`src/rtl/btn_ctrl.sv`:
```
// btn_ctrl: per-button 2-FF sync, counter debounce, long-press detect, press/release strobes, sticky events.
// Strobes land 2+DEBOUNCE_CYC cycles after a raw edge; define BTN_REPEAT_EN for auto-repeat while long-pressed.
module btn_ctrl #(
  parameter int NUM_BTN       = 2,
  parameter int DEBOUNCE_CYC  = 270000,
  parameter int LONGPRESS_CYC = 27000000,
  parameter int REPEAT_CYC    = 5400000
) (
  input  logic               clk27,
  input  logic               reset_n,
  input  logic [NUM_BTN-1:0] btn,
  input  logic [NUM_BTN-1:0] btn_ack,
  output logic [NUM_BTN-1:0] btn_state,
  output logic [NUM_BTN-1:0] btn_press,
  output logic [NUM_BTN-1:0] btn_release,
  output logic [NUM_BTN-1:0] btn_long,
  output logic [NUM_BTN-1:0] btn_event
);
  localparam int CW = $clog2(DEBOUNCE_CYC);
  localparam int HW = $clog2(LONGPRESS_CYC);
`ifdef BTN_REPEAT_EN
  localparam int RW = $clog2(REPEAT_CYC);
`endif

  if (DEBOUNCE_CYC < 2 || LONGPRESS_CYC <= DEBOUNCE_CYC || REPEAT_CYC < 2) begin : g_param_check
    $error("btn_ctrl: illegal timing parameters");
  end

  typedef enum logic [1:0] {REL, HELD, LONG} fsm_t;

  // Synchronizer holds raw polarity so reset (all ones) means released.
  logic [NUM_BTN-1:0] r_sync1, r_sync2, w_s;

  always_ff @(posedge clk27 or negedge reset_n) begin
    if (!reset_n) begin
      r_sync1 <= '1;
      r_sync2 <= '1;
    end else begin
      r_sync1 <= btn;
      r_sync2 <= r_sync1;
    end
  end

  assign w_s = ~r_sync2;

  for (genvar gi = 0; gi < NUM_BTN; gi++) begin : g_btn
    logic [CW-1:0] r_cnt;
    logic          r_state, w_tog;
    fsm_t          r_fsm, w_fsm_nxt;
    logic [HW-1:0] r_hold, w_hold_nxt;
    logic          r_press, w_press_nxt;
    logic          r_release, w_release_nxt;
    logic          r_long, w_long_nxt;
    logic          r_event;
`ifdef BTN_REPEAT_EN
    logic [RW-1:0] r_rep, w_rep_nxt;
`endif

    assign w_tog = (w_s[gi] != r_state) && (r_cnt == CW'(DEBOUNCE_CYC - 1));

    always_ff @(posedge clk27 or negedge reset_n) begin
      if (!reset_n) begin
        r_cnt   <= '0;
        r_state <= 1'b0;
      end else begin
        if ((w_s[gi] == r_state) || w_tog) r_cnt <= '0;
        else                               r_cnt <= r_cnt + CW'(1);
        if (w_tog) r_state <= ~r_state;
      end
    end

    always_ff @(posedge clk27 or negedge reset_n) begin
      if (!reset_n) begin
        r_fsm     <= REL;
        r_hold    <= '0;
        r_press   <= 1'b0;
        r_release <= 1'b0;
        r_long    <= 1'b0;
        r_event   <= 1'b0;
`ifdef BTN_REPEAT_EN
        r_rep     <= '0;
`endif
      end else begin
        r_fsm     <= w_fsm_nxt;
        r_hold    <= w_hold_nxt;
        r_press   <= w_press_nxt;
        r_release <= w_release_nxt;
        r_long    <= w_long_nxt;
        // A press strobe seen in the same cycle as an ack keeps the flag set.
        r_event   <= (r_event & ~btn_ack[gi]) | r_press;
`ifdef BTN_REPEAT_EN
        r_rep     <= w_rep_nxt;
`endif
      end
    end

    always_comb begin
      w_fsm_nxt     = r_fsm;
      w_hold_nxt    = r_hold;
      w_press_nxt   = 1'b0;
      w_release_nxt = 1'b0;
      w_long_nxt    = r_long;
`ifdef BTN_REPEAT_EN
      w_rep_nxt     = r_rep;
`endif
      case (r_fsm)
        REL: begin
          if (w_tog && !r_state) begin
            w_press_nxt = 1'b1;
            w_hold_nxt  = '0;
            w_fsm_nxt   = HELD;
          end
        end
        HELD: begin
          if (w_tog && r_state) begin
            w_release_nxt = 1'b1;
            w_fsm_nxt     = REL;
          end else if (r_hold == HW'(LONGPRESS_CYC - 1)) begin
            w_long_nxt = 1'b1;
`ifdef BTN_REPEAT_EN
            w_rep_nxt  = '0;
`endif
            w_fsm_nxt  = LONG;
          end else begin
            w_hold_nxt = r_hold + HW'(1);
          end
        end
        LONG: begin
          if (w_tog && r_state) begin
            w_release_nxt = 1'b1;
            w_long_nxt    = 1'b0;
`ifdef BTN_REPEAT_EN
            w_rep_nxt     = '0;
`endif
            w_fsm_nxt     = REL;
          end
`ifdef BTN_REPEAT_EN
          else if (r_rep == RW'(REPEAT_CYC - 1)) begin
            w_press_nxt = 1'b1;
            w_rep_nxt   = '0;
          end else begin
            w_rep_nxt = r_rep + RW'(1);
          end
`endif
        end
        default: w_fsm_nxt = REL;
      endcase
    end

    assign btn_state[gi]   = r_state;
    assign btn_press[gi]   = r_press;
    assign btn_release[gi] = r_release;
    assign btn_long[gi]    = r_long;
    assign btn_event[gi]   = r_event;
  end

endmodule

```
`config.mk`:
```
export PLATFORM = sky130hd
export DESIGN_NAME = btn_ctrl
export DESIGN_NICKNAME = d
export VERILOG_FILES = /design/src/rtl/btn_ctrl.sv
export SDC_FILE = /design/constraint.sdc
export NUM_CORES = 1
export LEC_CHECK = 0
export ABC_CLOCK_PERIOD_IN_PS = 7700
export CORE_MARGIN = 2
export CORE_UTILIZATION = 40
export CTS_BUF_LIST = sky130_fd_sc_hd__clkbuf_16
export CTS_CLUSTER_DIAMETER = 30
export DETAILED_ROUTE_END_ITERATION = 7
export GPL_TIMING_DRIVEN = 0
export PLACE_DENSITY_LB_ADDON = 0.08
export SLEW_MARGIN = 20
export SYNTH_ARGS = -nofsm -noshare
export SYNTH_HDL_FRONTEND = slang
export SYNTH_SLANG_ARGS = --single-unit
```
`constraint.sdc`:
```
create_clock -name clk27 -period 7.7 [get_ports clk27]
set_clock_uncertainty 0.15 [all_clocks]
set_input_delay 1.54 -clock clk27 [delete_from_list [all_inputs] [get_ports clk27]]
set_output_delay 1.54 -clock clk27 [all_outputs]
set_load 0.01 [all_outputs]
```
-- Yosys cells after proc, flatten, opt, wreduce, memory -nomap -nowiden
Cells that the tools add are included.
- bits in registers: 106
- word-level logic and storage cells: 115
- output and inout port bits: 10
- input port bits: 6
- muxes and demuxes: 36
- add/sub/neg operators: 4
- reductions and logical operators: 24
- equal/unequal tests: 24
- bitwise operators: 9
- operators by type and width (cell ; count):
    25-bit 2-to-1 mux ; 6
    25-bit case mux with 2 select lines ; 2
    25-bit by 1-bit adder with 25-bit output (second input constant) ; 2
    25-bit == test (second input constant) ; 2
    19-bit by 1-bit adder with 19-bit output (second input constant) ; 2
    19-bit == test (second input constant) ; 2
    19-bit 2-to-1 mux ; 2
    2-bit inequality test (second input constant) ; 10
    2-bit 2-to-1 mux ; 8
    4-bit AND reduction ; 4
    1-bit 2-to-1 mux ; 14
    2-bit case mux with 3 select lines ; 2
    2-bit nonzero test ; 4
    1-bit logical AND ; 6
    3-bit inequality test (second input constant) ; 2
    3-bit AND reduction ; 2
    2-bit by 1-bit == test with 1-bit output (second input constant) ; 2
    2-bit == test (second input constant) ; 2
    2-bit logical NOT ; 2
    1-bit NOT ; 4
    1-bit case mux with 2 select lines ; 2
    2-bit OR reduction ; 2
    1-bit AND ; 2
    1-bit == test ; 2
    other kinds (5) ; 9

-- Logic depth before layout (Yosys ltp)
- depth after elaboration: 6
- mapped depth: 10

-- Least setup slack after synthesis
OpenSTA, ideal clock, no wires.
- path type: register to register
- from: register g_btn[0].r_cnt[6]
- to: register g_btn[0].r_hold[16]
- required time: 7.424 ns
- slack: 4.770 ns
- cell stages (with the launch flop): 9
- path buffers: 2
- period minus slack after synthesis: 2.930 ns
- arrival: 2.654 ns
- path through: dfrtp_1 > or4b_1 > or4_1 > buf_2 > o31a_1 > o31ai_4 > nor2_2 > buf_6 > a221o_1
- cells in the longest elaborated chain, start to end: 5
- elaborated cells on any way between the ends: 7
- ends and longest elaborated chain (what ; RTL line ; source):
    start: declaration ; 47 ; logic [CW-1:0] r_cnt;
    start signal: assignment ; 67 ; else r_cnt <= r_cnt + CW'(1);
    19-bit == test * ; 59 ; assign w_tog = (w_s[gi] != r_state) && (r_cnt == CW'(DEBOUNCE_CYC - 1));
    1-bit logical AND * ; 59 ;
    1-bit logical AND, on equally long branches ; 115, 108 ;
    2-bit inequality test (no line) ; -- ;
    4-bit AND reduction (no line) * ; -- ;
    end signal: assignment ; 85 ; r_hold <= w_hold_nxt;
    end: declaration ; 50 ; logic [HW-1:0] r_hold, w_hold_nxt;
Mark *: on every way between the ends. The rest lies on a longest branch, timed or not.
A chain may end at the register's enable or synchronous reset.

-- Final worst setup path
- from: register g_btn[0].r_cnt[6]
- to: register g_btn[0].r_hold[18]
The elaborated chain is that of the path after synthesis.

==> run metrics <==
outcome=finished clean; final instance area=around 6700 µm²; clk buf depth=2; total power=1.044 mW; WL final=approximately 14 mm; FF+latch count, synth=between 100 and 150; most frequent cells in the layout=102 x dfrtp_1, 80 x nor2_1, 49 x nand3_1, 47 x nand2_1, 26 x nand4_1; dpl cells=855; post-detail-place hpwl=roughly 9.7 mm; worst-margin pin slew=slightly above 0.8 ns; Hold Buf Count CTS=0; Post-Synth Adder-Cell Area=0.02076; Layout Nets=698; CP max stage delay=approximately 0.71 ns; number of max-cap violations=0; synth unique cells=70; worst r2r src=g_btn[0].r_cnt[6]; number of flops mapped to enable cells by yosys=0; met1 Use GR=0.2403; Main synth FF type=dfrtp_1; clk root buf=clkbuf_16; starting density of the core=0.4116; Synth Net Count=671; Fin. Hold Viols=0; setup TNS=0 ns; Reg clk slew, reported paths=0.08 ns; hold wc startpoint=r_sync1[1]; worst hold margin=just over 0.2 ns; Synth Area in XOR/XNOR=0.04650; DRC violations left=0; TritonCTS clock tree=built; Syn Area/Cell=roughly 9.2 µm²; critical path launch point=g_btn[0].r_cnt[6]; Die Span X=roughly 130 µm; drt wl/cell=between 15 and 20 µm; via count of the first global-routing pass=approximately 4800; Avg Vias per Cell=between 5 and 6; synthesized area=between 6000 and 7000 µm²; critical path required time=slightly below 8 ns; WP buf/inv=1; type of the most critical hold path=reg -> reg; synth top area cells=dfrtp_1 42%, nor2_1 5.0%, nand3_1 4.1%; busiest grt layer=met2; mux cell area share after synthesis=0.01370; worst path cell trace=or4b_1 -> or4_1 -> buf_2 -> o41ai_1 -> o21ai_1 -> o2bb2ai_1 -> a31o_2; leakage=roughly 2.8 nW; largest family of logic cells by synthesized area=simple AND/OR/NAND/NOR gates; fin crit period=between 3 and 4 ns; Crit path max-delay family=compound AO/OA/AOI/OAI gates; crit start category=flop; CP max stage cell=o41ai_1; IR drop worst, VDD=~0.095 mV; synthesized instance count=655; fin cells=roughly 870; latest clock arrival within the worst-skew pair=approximately 0.35 ns; Iter 0 DRT Violations=406; crit path DAT=~3.5 ns; Fill cells=1394; GRT Resource Usage Total=0.1820; multi-input logic area=between 3000 and 4000 µm²; initial antenna violation count=0; I/O pins=16; leading area contributor after synthesis=dfrtp_1; Synth Area in Compound Gates=0.1370; critical path class=reg -> reg; Peak Freq=approximately 290 MHz; sequential share of the synthesized area=0.4409; Slew Viols, Final=0; period utilization=0.4444; Post-Synth Simple-Gate Area=0.2946; setup violation total in the final timing report=0; Row Count=44; YS warnings=0; crit-path max FO=7; largest net degree at the start of global routing=between 60 and 70; Core ar.=about 15000 µm²; Power Density=approximately 160 nW/µm²; Post-CTS Resized=0; htree depth=3; ANT cells=0; top cell type's share of synthesized area=0.4235; DP Area=about 6400 µm²; Setup Buffers After CTS=0; met3 Use GR=0.04302; gpl congestion=0.8354; cts bufs inserted=9; fraction of layout cells with a size suffix above 1=0.08297; Detailed Routing Iterations Pass 1=5; I/O Buffers=15; M2 GR Usage=0.3014; Die ar.=16070 µm²; Worst Setup End Kind=flop; Sink Count=between 100 and 150; commonest non-fill, non-tap cell in the layout=dfrtp_1; register area=2658 µm²; first-pass GRT wire length=between 20 and 25 mm; ys async rst share=1.000; grt ovf=0; Die H=126.8 µm; unrepaired setup endpoints after global routing=no; vias=around 5100; Final ANT Viol Nets=0; slew margin rel.=0.4499; Layout area overhead=11.50%
## metal layers
layer / wire length (µm) / vias to the layer above
met5: 0 / -
met4: 178 / 0
met2: 6714 / 80
met1: 6712 / 2490
met3: 457 / 18
li1: - / 2470
## per-stage QoR
stage | setup slack [ns] | utilization
2_1_floorplan | 4.770 | -
3_3_place_gp | 0.7565 | 0.4375
3_5_place_dp | 4.279 | 0.4395
4_1_cts | 4.256 | 0.4589
5_1_grt | 4.116 | 0.4589
6_report | 4.278 | 0.4589
## final cells by class
cell class                 count  area share
tap                          184     0.03426
sequential                   106      0.3955
clock inverter                 7    0.008751
inverter                      22     0.01229
timing repair buffer          16     0.02662
multi-input combinational    491      0.4597
clock buffer                   9     0.03351
buffer                        36     0.02942
## Yosys cell counts (8+ instances only)
cell type  number
a21oi_1        14
and2_1         10
and3_1         20
and4_1         14
buf_4          10
clkbuf_1       21
dfrtp_1       102
ha_1           10
inv_1          22
nand2_1        47
nand2b_1        8
nand3_1        49
nand3b_1        8
nand4_1        26
nor2_1         80
nor3_1         16
nor4_1         11
o21ai_0        20
o221ai_1        8
or3_1           8
or4_1          10
xnor2_1        13
xor2_1         19
## cells by family after synthesis
group | count (synthesis)
DFF | 106
xor gates and xnor gates | 32
AOI/OAI and AO/OA | 111
muxes | 8
buffers and inverters | 58
and+or+nand+nor | 330
adders and majority gates | 10
## state kept, by name (all words and copies together), names as in the netlist
register,count
g_btn.r_cnt,38
g_btn.r_event,2
g_btn.r_fsm,4
g_btn.r_hold,50
g_btn.r_long,2
g_btn.r_press,2
g_btn.r_release,2
g_btn.r_state,2
r_sync1,2
r_sync2,2
## power breakdown
group          switching (mW)  internal [mW]
Sequential            0.00314          0.561
Combinational          0.0183        0.00748
Clock                   0.229          0.226
Total                   0.250          0.794
## worst paths after layout
path	to	slack, ns	cells past startpoint
setup / recovery	g_btn[0].r_hold[18]	4.28	7
hold / removal	r_sync2[1]	0.21	0
setup reg to reg	g_btn[0].r_hold[18]	4.28	7
hold reg to reg	r_sync2[1]	0.21	0
max in group asynchronous	g_btn[1].r_cnt[14]	5.79	2
min in group asynchronous	g_btn[1].r_cnt[5]	0.96	1
No activity file was read; power rests on OpenSTA's default activity.
